### src/rtl/pipe_pkg.sv
// Shared definitions for the pipeline skid stage.
//   state_t        : occupancy state of a stage (EMPTY / MAIN / SKID)
//   DEF_*_W        : default widths of ctrl, payload and stall counter
//   CTRL_*         : bit positions of the control fields inside ctrl
package pipe_pkg;

    typedef enum logic [1:0] {
        ST_EMPTY = 2'd0,
        ST_MAIN  = 2'd1,
        ST_SKID  = 2'd2
    } state_t;

    localparam int unsigned DEF_CTRL_W  = 2;
    localparam int unsigned DEF_DATA_W  = 69;
    localparam int unsigned DEF_STALL_W = 16;

    localparam int unsigned CTRL_REGWRITE = 0;
    localparam int unsigned CTRL_MEMTOREG = 1;

endpackage

### src/rtl/sat_counter.sv
// Saturating up-counter with asynchronous active-high reset.
//   clk   in   rising-edge clock
//   rst   in   asynchronous reset, clears the count
//   inc   in   add one this cycle (ignored once the count is all-ones)
//   count out  current count, STALL_W bits
module sat_counter
    import pipe_pkg::*;
#(
    parameter int unsigned STALL_W = DEF_STALL_W
) (
    input  logic               clk,
    input  logic               rst,
    input  logic               inc,
    output logic [STALL_W-1:0] count
);

    logic [STALL_W-1:0] count_q;
    logic [STALL_W-1:0] count_d;

    always_comb begin
        count_d = count_q;
        if (inc && (count_q != '1)) begin
            count_d = count_q + STALL_W'(1);
        end
    end

    always_ff @(posedge clk or posedge rst) begin
        if (rst) begin
            count_q <= '0;
        end else begin
            count_q <= count_d;
        end
    end

    assign count = count_q;

endmodule

### src/rtl/pipe_skid_stage.sv
// Inter-stage pipeline register with valid/ready handshake and a 2-entry
// skid buffer, so that in_ready is a flop and never depends on out_ready.
//   clk, rst           clock, asynchronous active-high reset
//   flush              synchronous kill of all held entries
//   in_valid/in_ready  upstream handshake (in_ready registered)
//   in_ctrl/in_data    upstream control bits and payload
//   out_valid/out_ready downstream handshake
//   out_ctrl/out_data  control bits (zero on bubble) and payload
//   stall_cnt          saturating count of cycles with out_valid && !out_ready
module pipe_skid_stage
    import pipe_pkg::*;
#(
    parameter int unsigned CTRL_W  = DEF_CTRL_W,
    parameter int unsigned DATA_W  = DEF_DATA_W,
    parameter int unsigned STALL_W = DEF_STALL_W
) (
    input  logic               clk,
    input  logic               rst,
    input  logic               flush,
    input  logic               in_valid,
    output logic               in_ready,
    input  logic [CTRL_W-1:0]  in_ctrl,
    input  logic [DATA_W-1:0]  in_data,
    output logic               out_valid,
    input  logic               out_ready,
    output logic [CTRL_W-1:0]  out_ctrl,
    output logic [DATA_W-1:0]  out_data,
    output logic [STALL_W-1:0] stall_cnt
);

    state_t              state_q,     state_d;
    logic                in_ready_q,  in_ready_d;
    logic [CTRL_W-1:0]   main_ctrl_q, main_ctrl_d;
    logic [DATA_W-1:0]   main_data_q, main_data_d;
    logic [CTRL_W-1:0]   skid_ctrl_q, skid_ctrl_d;
    logic [DATA_W-1:0]   skid_data_q, skid_data_d;

    logic in_xfer;
    logic out_xfer;

    assign out_valid = (state_q != ST_EMPTY);
    assign in_ready  = in_ready_q;
    assign out_ctrl  = main_ctrl_q;
    assign out_data  = main_data_q;

    assign in_xfer  = in_valid && in_ready_q;
    assign out_xfer = out_valid && out_ready;

    // The main ctrl register is written with zero whenever the stage drains,
    // so out_ctrl needs no output gating to stay zero on a bubble.
    always_comb begin
        state_d     = state_q;
        main_ctrl_d = main_ctrl_q;
        main_data_d = main_data_q;
        skid_ctrl_d = skid_ctrl_q;
        skid_data_d = skid_data_q;

        unique case (state_q)
            ST_EMPTY: begin
                if (in_xfer) begin
                    main_ctrl_d = in_ctrl;
                    main_data_d = in_data;
                    state_d     = ST_MAIN;
                end
            end
            ST_MAIN: begin
                if (out_xfer && in_xfer) begin
                    main_ctrl_d = in_ctrl;
                    main_data_d = in_data;
                end else if (out_xfer) begin
                    main_ctrl_d = '0;
                    state_d     = ST_EMPTY;
                end else if (in_xfer) begin
                    skid_ctrl_d = in_ctrl;
                    skid_data_d = in_data;
                    state_d     = ST_SKID;
                end
            end
            ST_SKID: begin
                if (out_xfer) begin
                    main_ctrl_d = skid_ctrl_q;
                    main_data_d = skid_data_q;
                    skid_ctrl_d = '0;
                    state_d     = ST_MAIN;
                end
            end
            default: begin
                state_d     = ST_EMPTY;
                main_ctrl_d = '0;
                skid_ctrl_d = '0;
            end
        endcase

        // Flush wins over any transfer; payload is left stale on purpose.
        if (flush) begin
            state_d     = ST_EMPTY;
            main_ctrl_d = '0;
            skid_ctrl_d = '0;
        end

        in_ready_d = (state_d != ST_SKID);
    end

    always_ff @(posedge clk or posedge rst) begin
        if (rst) begin
            state_q     <= ST_EMPTY;
            in_ready_q  <= 1'b1;
            main_ctrl_q <= '0;
            main_data_q <= '0;
            skid_ctrl_q <= '0;
            skid_data_q <= '0;
        end else begin
            state_q     <= state_d;
            in_ready_q  <= in_ready_d;
            main_ctrl_q <= main_ctrl_d;
            main_data_q <= main_data_d;
            skid_ctrl_q <= skid_ctrl_d;
            skid_data_q <= skid_data_d;
        end
    end

    sat_counter #(
        .STALL_W (STALL_W)
    ) u_stall_cnt (
        .clk   (clk),
        .rst   (rst),
        .inc   (out_valid && !out_ready),
        .count (stall_cnt)
    );

    // Upstream must hold an offered entry steady until it is accepted.
    property p_in_stable;
        @(posedge clk) disable iff (rst)
        (in_valid && !in_ready_q && !flush) |=>
            (in_valid && $stable(in_ctrl) && $stable(in_data));
    endproperty
    a_in_stable: assert property (p_in_stable);

endmodule

### config.mk
export PLATFORM = sky130hd
export DESIGN_NAME = pipe_skid_stage
export DESIGN_NICKNAME = d
export VERILOG_FILES = /design/src/rtl/pipe_pkg.sv /design/src/rtl/sat_counter.sv /design/src/rtl/pipe_skid_stage.sv
export SDC_FILE = /design/constraint.sdc
export NUM_CORES = 1
export LEC_CHECK = 0
export CAP_MARGIN = 0
export CORE_MARGIN = 2
export CORE_UTILIZATION = 50
export DETAILED_ROUTE_END_ITERATION = 12
export PLACE_DENSITY = 0.82
export REMOVE_ABC_BUFFERS = 1
export SETUP_SLACK_MARGIN = 0.05
export SLEW_MARGIN = 30
export SYNTH_ARGS = -nofsm -noshare
export SYNTH_HDL_FRONTEND = slang
export SYNTH_HIERARCHICAL = 1
export SYNTH_SLANG_ARGS = --single-unit
### constraint.sdc
create_clock -name clk -period 5.7 [get_ports clk]
set_input_delay 1.425 -clock clk [delete_from_list [all_inputs] [get_ports clk]]
set_output_delay 1.425 -clock clk [all_outputs]
set_load 0.05 [all_outputs]
# After elaboration in Yosys (flattened, before gate mapping)
# Cells that the tools add are included.
dict set report word_totals {
  wordCells 58
  output_inout_bits 89
  regBits 161
  in_bits 76
}
dict set report op_classes {
  n_reduce_logical 13
  eq_ne 14
  n_addsub 1
  muxes 21
  bitwise_logic 2
}
# cell n
set op_table {}
lappend op_table {{$mux W69} 3}
lappend op_table {{$pmux W69 S3} 1}
lappend op_table {{$mux W2} 14}
lappend op_table {{$pmux W2 S3} 3}
lappend op_table {{$add A16 B1 Y16 const B} 1}
lappend op_table {{$ne A16 B16 Y1 const B} 1}
lappend op_table {{$ne A3 B3 Y1 const B} 5}
lappend op_table {{$ne A2 B2 Y1 const B} 5}
lappend op_table {{$reduce_and A4 Y1} 2}
lappend op_table {{$logic_and A1 B1 Y1} 5}
lappend op_table {{$reduce_and A5 Y1} 1}
lappend op_table {{$ne A4 B4 Y1 const B} 1}
lappend op_table {{$reduce_and A3 Y1} 1}
lappend op_table {{$reduce_bool A3 Y1} 1}
lappend op_table {{$eq A2 B1 Y1 const B} 1}
lappend op_table {{$eq A2 B2 Y1 const B} 1}
lappend op_table {{$logic_not A2 Y1} 1}
lappend op_table {{$not A1 Y1} 2}
lappend op_table {{$reduce_bool A2 Y1} 1}
lappend op_table {{$logic_not A1 Y1} 1}

# Depth between registers and ports, before layout
# Gate-level depths: netlist of the first run.
dict set report logic_depth {
  ltp_word 7
  mapped_depth 7
  ltp_nobuf 6
}

# Hierarchy
# Netlist of the first run, hierarchy kept.
# mod area_each_um2 cells_each seq_area_each_um2 n_inst
set by_module_without_submodules {}
lappend by_module_without_submodules {pipe_skid_stage 6159.7 492 3629.7 1}
lappend by_module_without_submodules {sat_counter 805.8 71 400.4 1}

# Worst setup path after synthesis of the first run
# No wires, ideal clock.
dict set report synth_path {
  path_kind {input port to flip-flop}
  start {input out_ready}
  end {register u_stall_cnt.count_q[14], in the netlist u_stall_cnt/count[14]}
  required_time_ns 5.575
  setup_slack_ns 2.917
  stages 6
  arrival_ns 2.658
  path_cell_list {buf_2 > nor2b_1 > and4_1 > nand3_1 > nor2_1 > mux2_2}
}
dict set report synth_via {
  elab_chain_cells 3
}
# item line
set synth_rtl {}
lappend synth_rtl {{start, declared} pipe_skid_stage.sv:25} ;# input logic out_ready,
lappend synth_rtl {{$logic_not A1 Y1} pipe_skid_stage.sv:127} ;# .inc (out_valid && !out_ready),
lappend synth_rtl {{$logic_and A1 B1 Y1} pipe_skid_stage.sv:127}
lappend synth_rtl {{$logic_and A1 B1 Y1} sat_counter.sv:22} ;# if (inc && (count_q != '1)) begin
lappend synth_rtl {{end signal, assigned} sat_counter.sv:31} ;# count_q <= count_d;
lappend synth_rtl {{end, declared} sat_counter.sv:17} ;# logic [STALL_W-1:0] count_q;
# No other way between the ends.
# A chain may end at the register's enable or synchronous reset.

# Worst setup path after layout of the first run
dict set report layout_path {
  start {register state_q[1]}
  end {output out_valid}
}
dict set report layout_via {
  elab_chain_cells 1
}
# item line
set layout_rtl {}
lappend layout_rtl {{start, declared} pipe_skid_stage.sv:31} ;# state_t state_q, state_d;
lappend layout_rtl {{start signal, assigned} pipe_skid_stage.sv:113} ;# state_q <= state_d;
lappend layout_rtl {{$reduce_bool A2 Y1} pipe_skid_stage.sv:41} ;# assign out_valid = (state_q != ST_EMPTY);
lappend layout_rtl {{end, declared} pipe_skid_stage.sv:24} ;# output logic out_valid,
# No other way between the ends.

==> results of run 1 <==
cells by family (layout without fill, tap and decap cells):
logic type / Yosys count / after routing / share of synthesized area
AO/OA/AOI/OAI: 86 / 86 / 0.0675
XOR/XNOR: 11 / 11 / 0.0138
adder cells (fa/ha/maj): 1 / 1 / 0.00180
buffers and inverters: 36 / 201 / 0.0278
flip-flops: 161 / 161 / 0.579
multiplexers: 144 / 144 / 0.220
AND/OR/NAND/NOR: 124 / 124 / 0.0907
sequential cells by signal, indices dropped and copies added, names as in the netlist:
register           flops
skid_data_q           69
out_ctrl               2
state_q                2
in_ready               1
out_data              69
u_stall_cnt/count     16
skid_ctrl_q            2
layout make-up:
cell class / instances / area, um^2
clock buffers: 25 / 505
clock inverters: 5 / 52.6
fillers: 1015 / 4440
inverters: 3 / 18.8
multi-input cells: 366 / 2750
flip-flops and latches: 161 / 4030
well taps: 180 / 225
repair buffers: 168 / 1700
how the worst max path moves through the flow:
stage | start | to | slack, ns
after floorplan | rst | out_ctrl[0]$_DFFE_PP0P_ | 0.38
after global placement | in_valid | skid_data_q[65]$_DFFE_PP0P_ | 1.98
after detailed placement | in_valid | skid_data_q[35]$_DFFE_PP0P_ | 1.92
after CTS | state_q[1]$_DFF_PP0_ | out_valid | 2.13
after global routing | state_q[1]$_DFF_PP0_ | out_valid | 2.05
final | state_q[1]$_DFF_PP0_ | out_valid | 2.14
synthesized netlist by cell type, drive strengths merged:
library cell  instances  area [um^2]
a211o                 1         8.76
a21oi                75          375
a22o                  2         17.5
and2                  1         6.26
and3                  5         32.5
and3b                 2         17.5
and4                  4         36.3
buf                  30          171
clkbuf                3         11.3
dfrtp               160         4000
dfstp                 1         26.3
ha                    1         12.5
inv                   3         11.3
mux2                 71          800
mux2i                73          731
nand2                13         51.3
nand2b                2         12.5
nand3                 7         35.0
nand3b                1         7.51
nand4                 7         65.1
nand4b                3         41.3
nor2                 74          280
nor2b                 2         12.5
nor4                  1         21.3
o21a                  2         15.0
o21ai                 1         5.00
o22a                  1         8.76
o22ai                 3         18.8
o31ai                 1         21.3
or2                   1         6.26
or3                   1         6.26
xnor2                11         96.3
critical path: cells and delay by family (launching register included):
family | cells | cell delay [ns]
buf+inv | 1 | 0.80
flops | 1 | 0.70
simple gates | 1 | 0.23
power by group:
part	switching [mW]	internal, mW
Combinational	0.598	0.409
Clock	0.417	0.652
Sequential	0.158	1.39
Total	1.17	2.46
metal layers:
layer	share of wire	vias to the layer above
met5	0	-
li1	-	2282
met4	0.010	0
met2	0.48	133
met1	0.43	2404
met3	0.079	15
per-stage QoR:
step,cells,power [mW],utilization,instance area (um^2)
floorplan,530,2.21,-,6780
detailed placement,878,2.58,0.636,8720
finish,908,3.63,0.677,9280
global route,908,3.81,0.677,9280
CTS,908,3.67,0.677,9280
global placement,878,2.53,0.636,8720
==> run summary, run 1 <==
Synth Instances: 563
Share of the clock period used by the worst path: 0.625
Met1 global-route usage: 0.269
Fin. max-slew vios: 0
PnR worst setup slack: 2.14 ns
H-Tree Depth: 4
RSZ-0062 raised after global routing: false
Chip Height: 122 um
Max-cap violations: 0
Grt peak-use layer: met2
Vias: 4,834
RR Startpoint: state_q[1]$_DFF_PP0_
# nets final: 794
Hpwl dp: 10.0 mm
CTS max path bufs: 2
Worst R2R End: skid_data_q[10]$_DFFE_PP0P_
Drt total wl: 15.2 mm
Number of global-route vias before repair: 4,989
Met3 Use GR: 0.0852
Num Clock Sinks: 161
CTS Hold Buffers Added: 0
Sequential-to-total area share from yosys stat: 0.579
Tightest Hold Check Type: flop to flop
Hold slack final: 0.485 ns
Commonest non-fill, non-tap cell in the layout: clkdlybuf4s50_1
R2r setup slk: 3.22 ns
Worst-path fanout max: 15
VDD IR max: 0.235 mV
GR Util met2: 0.337
I/O pin cnt: 165
Status: finished, final reports clean
Hold Vio Cnt, Final: 0
Pre-CTS setup slack: 1.92 ns
Worst EP required: 4.28 ns
Initial antenna violation count: 0
PD cells: 391 nW/um^2
WHS Endpoint: skid_data_q[25]$_DFFE_PP0P_
Rows: 43
Initial Utilization: 0.508
Worst relative slew slack: 0.389
Initial drt markers: 284
Post-Syn Area: 6970 um^2
Drt first pass iters: 4
Grt ovf: 0
Core ar.: 13,700 um^2
Root buf cell: clkbuf_16
Area Growth Syn to Fin: 33.3%
Antenna cell count: 0
Largest net degree at the start of global routing: 139
Cell count of the worst reg-to-reg path: 4
#FFs+latches synth: 161
Cells on Worst Hold Path: 1
TritonCTS Buffers: 17
IO Port Bufs: 164
Routability Congestion: 0.844
Clock slew seen by the registers of the worst setup and hold paths: 0.06 ns
Fin Setup TNS: 0 ns
Tot GR Track Use: 0.211
FMAX: 0.281 GHz
Clock Latency Late Sink: 0.41 ns
CP max stage cell: clkdlybuf4s50_1
Detail Route Antenna Nets: 0
CTS tree: done
Pleak: 4.28 nW
Setup-failing EPs final: 0
CP Launch Type: flop
Nature of the critical path endpoint: output port
Slowest stage delay, CP: 0.80 ns
DRC viols: 0
Mean post-synth cell area: 12.4 um^2
Final Critical Period: 3.56 ns
Wire per inst: 16.7 um
Post-CTS sizing: 0
Synth warn: 6
Synth cell types: 43
WS Path Type: flop to output port
Cell-by-cell trace of the critical path: or2_2, clkdlybuf4s50_1
Most frequent cells in the layout: 164 x clkdlybuf4s50_1, 160 x dfrtp_1, 75 x a21oi_1, 73 x mux2i_1, 73 x nor2_1
Die area: 14,900 um^2
Clock Skew: 0.00617 ns
Worst-margin pin slew: 0.914 ns
Die width: 122 um
Arrival time worst endpoint: 2.14 ns
Fraction of layout cells with a size suffix above 1: 0.146
Postcts setup bufs: 0
DR vias/cell: 5.32
First-pass GRT wire length: 24.5 mm
Min-delay src: skid_data_q[25]$_DFFE_PP0P_
(Power assumes the default switching activity.)
==> run 2: changes to the inputs <==
clock period = 3.7 ns   (was 5.7 ns; I/O delays follow)
==> run 2 against run 1 <==
  * Core utilization is 0.25 points higher
  * Flip-flop and latch count unchanged
  * Worst setup slack got worse by 1.5 ns
  * Clock-buffer cell count shrank 3
  * Final cell count grew 0.55%
  * Clock skew increased by 0.0017 ns
  * Hold slack better by 0.0014 ns
  * Global-route usage down 0.16 points
  * Die area unchanged
  * First-iteration DRC count shrank 10%
  * Sequential share of layout area down 0.16 points
  * Critical path type unchanged
==> run summary, run 2 (same netlist as run 1, synthesis figures left out) <==
Status: finished, final reports clean
Clock slew seen by the registers of the worst setup and hold paths: 0.06 ns
Die width: 122 um
Tightest Hold Check Type: flop to flop
Nature of the critical path endpoint: output port
RSZ-0062 raised after global routing: false
Max-cap violations: 0
Critical Path Stages: 2
Rows: 43
Final Critical Period: 3.07 ns
Setup-failing EPs final: 0
WS Path Type: flop to output port
Placed cell area: 8760 um^2
TritonCTS Buffers: 17
Post-CTS sizing: 0
Grt ovf: 0
IO Port Bufs: 164
CTS tree: done
CTS Hold Buffers Added: 0
Pleak: 4.30 nW
Tot Pwr: 5.59 mW
Worst EP required: 2.77 ns
Fin. max-slew vios: 0
Wire per inst: 16.6 um
Area Growth Syn to Fin: 33.8%
Non-filler cells, final: 913
Number of global-route vias before repair: 5,080
DRC viols: 0
Num Clock Sinks: 161
Largest delay share family, worst path: buffers and inverters
Vias: 4,871
Cells on Worst Hold Path: 1
Most frequent cells in the layout: 164 x clkdlybuf4s50_1, 160 x dfrtp_1, 75 x a21oi_1, 73 x mux2i_1, 73 x nor2_1
Placed insts: 881
Arrival time worst endpoint: 2.14 ns
Tot GR Track Use: 0.210
PD cells: 599 nW/um^2
Pre-CTS setup slack: 0.665 ns
Initial antenna violation count: 0
CP max stage cell: clkdlybuf4s50_1
Antenna cell count: 0
Postcts setup bufs: 0
Chip Height: 122 um
H-Tree Depth: 4
FMAX: 0.326 GHz
I/O pin cnt: 165
CP Buf/Inv Count: 1
CTS max path bufs: 2
Share of the clock period used by the worst path: 0.829
Commonest non-fill, non-tap cell in the layout: clkdlybuf4s50_1
Routability Congestion: 0.838
Root buf cell: clkbuf_16
Cell-by-cell trace of the critical path: or2_2, clkdlybuf4s50_1
Hpwl dp: 10.1 mm
Worst relative slew slack: 0.560
PnR worst setup slack: 0.632 ns
Drt total wl: 15.1 mm
Drt first pass iters: 4
Filler Cells Inserted: 1,008
# nets final: 797
Finished Cell Area: 9320 um^2
CP Launch Type: flop
Fraction of layout cells with a size suffix above 1: 0.153
Cell count of the worst reg-to-reg path: 6
Die area: 14,900 um^2
Worst-path fanout max: 15
Initial drt markers: 255
Worst-margin pin slew: 0.661 ns
First-pass GRT wire length: 24.6 mm
Core ar.: 13,700 um^2
Hold Vio Cnt, Final: 0
Clock Latency Late Sink: 0.41 ns
Detail Route Antenna Nets: 0
Initial Utilization: 0.508
VDD IR max: 0.413 mV
Slowest stage delay, CP: 0.80 ns
DR vias/cell: 5.34
Largest net degree at the start of global routing: 139
Clock Skew: 0.00786 ns
Post-layout util: 0.679
## run 2: per-layer routing
metal	vias up	global-route usage	wire (um)	share of wire
li1	2300	-	-	-
met1	2398	0.260	6310	0.42
met2	150	0.338	7260	0.48
met3	23	0.0801	1260	0.084
met4	0	0.0733	282	0.019
met5	-	0	0	0
## run 2: layout make-up
class                      instances  area, um^2  share of cell area
sequential                       161        4030               0.433
clock buffer                      22         474              0.0509
clock inverter                    10        85.1             0.00913
tap                              180         225              0.0242
inverter                           3        16.3             0.00175
multi-input combinational        366        2750               0.296
timing repair buffer             171        1730               0.186
## run 2: path summary, 6_finish.rpt
kind                                                endpoint  slack, ns                         from
hold reg to reg                  skid_data_q[25]$_DFFE_PP0P_       0.49  skid_data_q[25]$_DFFE_PP0P_
hold / removal                   skid_data_q[25]$_DFFE_PP0P_       0.49  skid_data_q[25]$_DFFE_PP0P_
max in group asynchronous        skid_data_q[28]$_DFFE_PP0P_       2.00                          rst
min in group asynchronous        skid_data_q[36]$_DFFE_PP0P_       0.97                          rst
setup / recovery                                   out_valid       0.63         state_q[1]$_DFF_PP0_
setup reg to reg           u_stall_cnt/count[14]$_DFFE_PP0P_       1.39         state_q[1]$_DFF_PP0_
## run 2: worst reg2reg max path: stages (launching register included)
cell and delay (ns):
dfrtp_1 0.70, or2_2 0.23, nor2b_1 0.32, and4_1 0.31, nand3_1 0.13, nor2_1 0.15
mux2_2 0.35
## run 2: where the power goes
part / leakage, nW / total (mW) / internal [mW] / switching [mW]
Clock: 0.279 / 1.64 / 0.974 / 0.666
Sequential: 1.90 / 2.39 / 2.15 / 0.239
Combinational: 2.12 / 1.56 / 0.634 / 0.925
## run 2: metrics by stage
stage               hold WS (ns)  setup TNS (ns)
floorplan                  0.457         -179.94
global placement           0.466               0
detailed placement         0.479               0
CTS                        0.491               0
global route               0.512               0
finish                     0.486               0
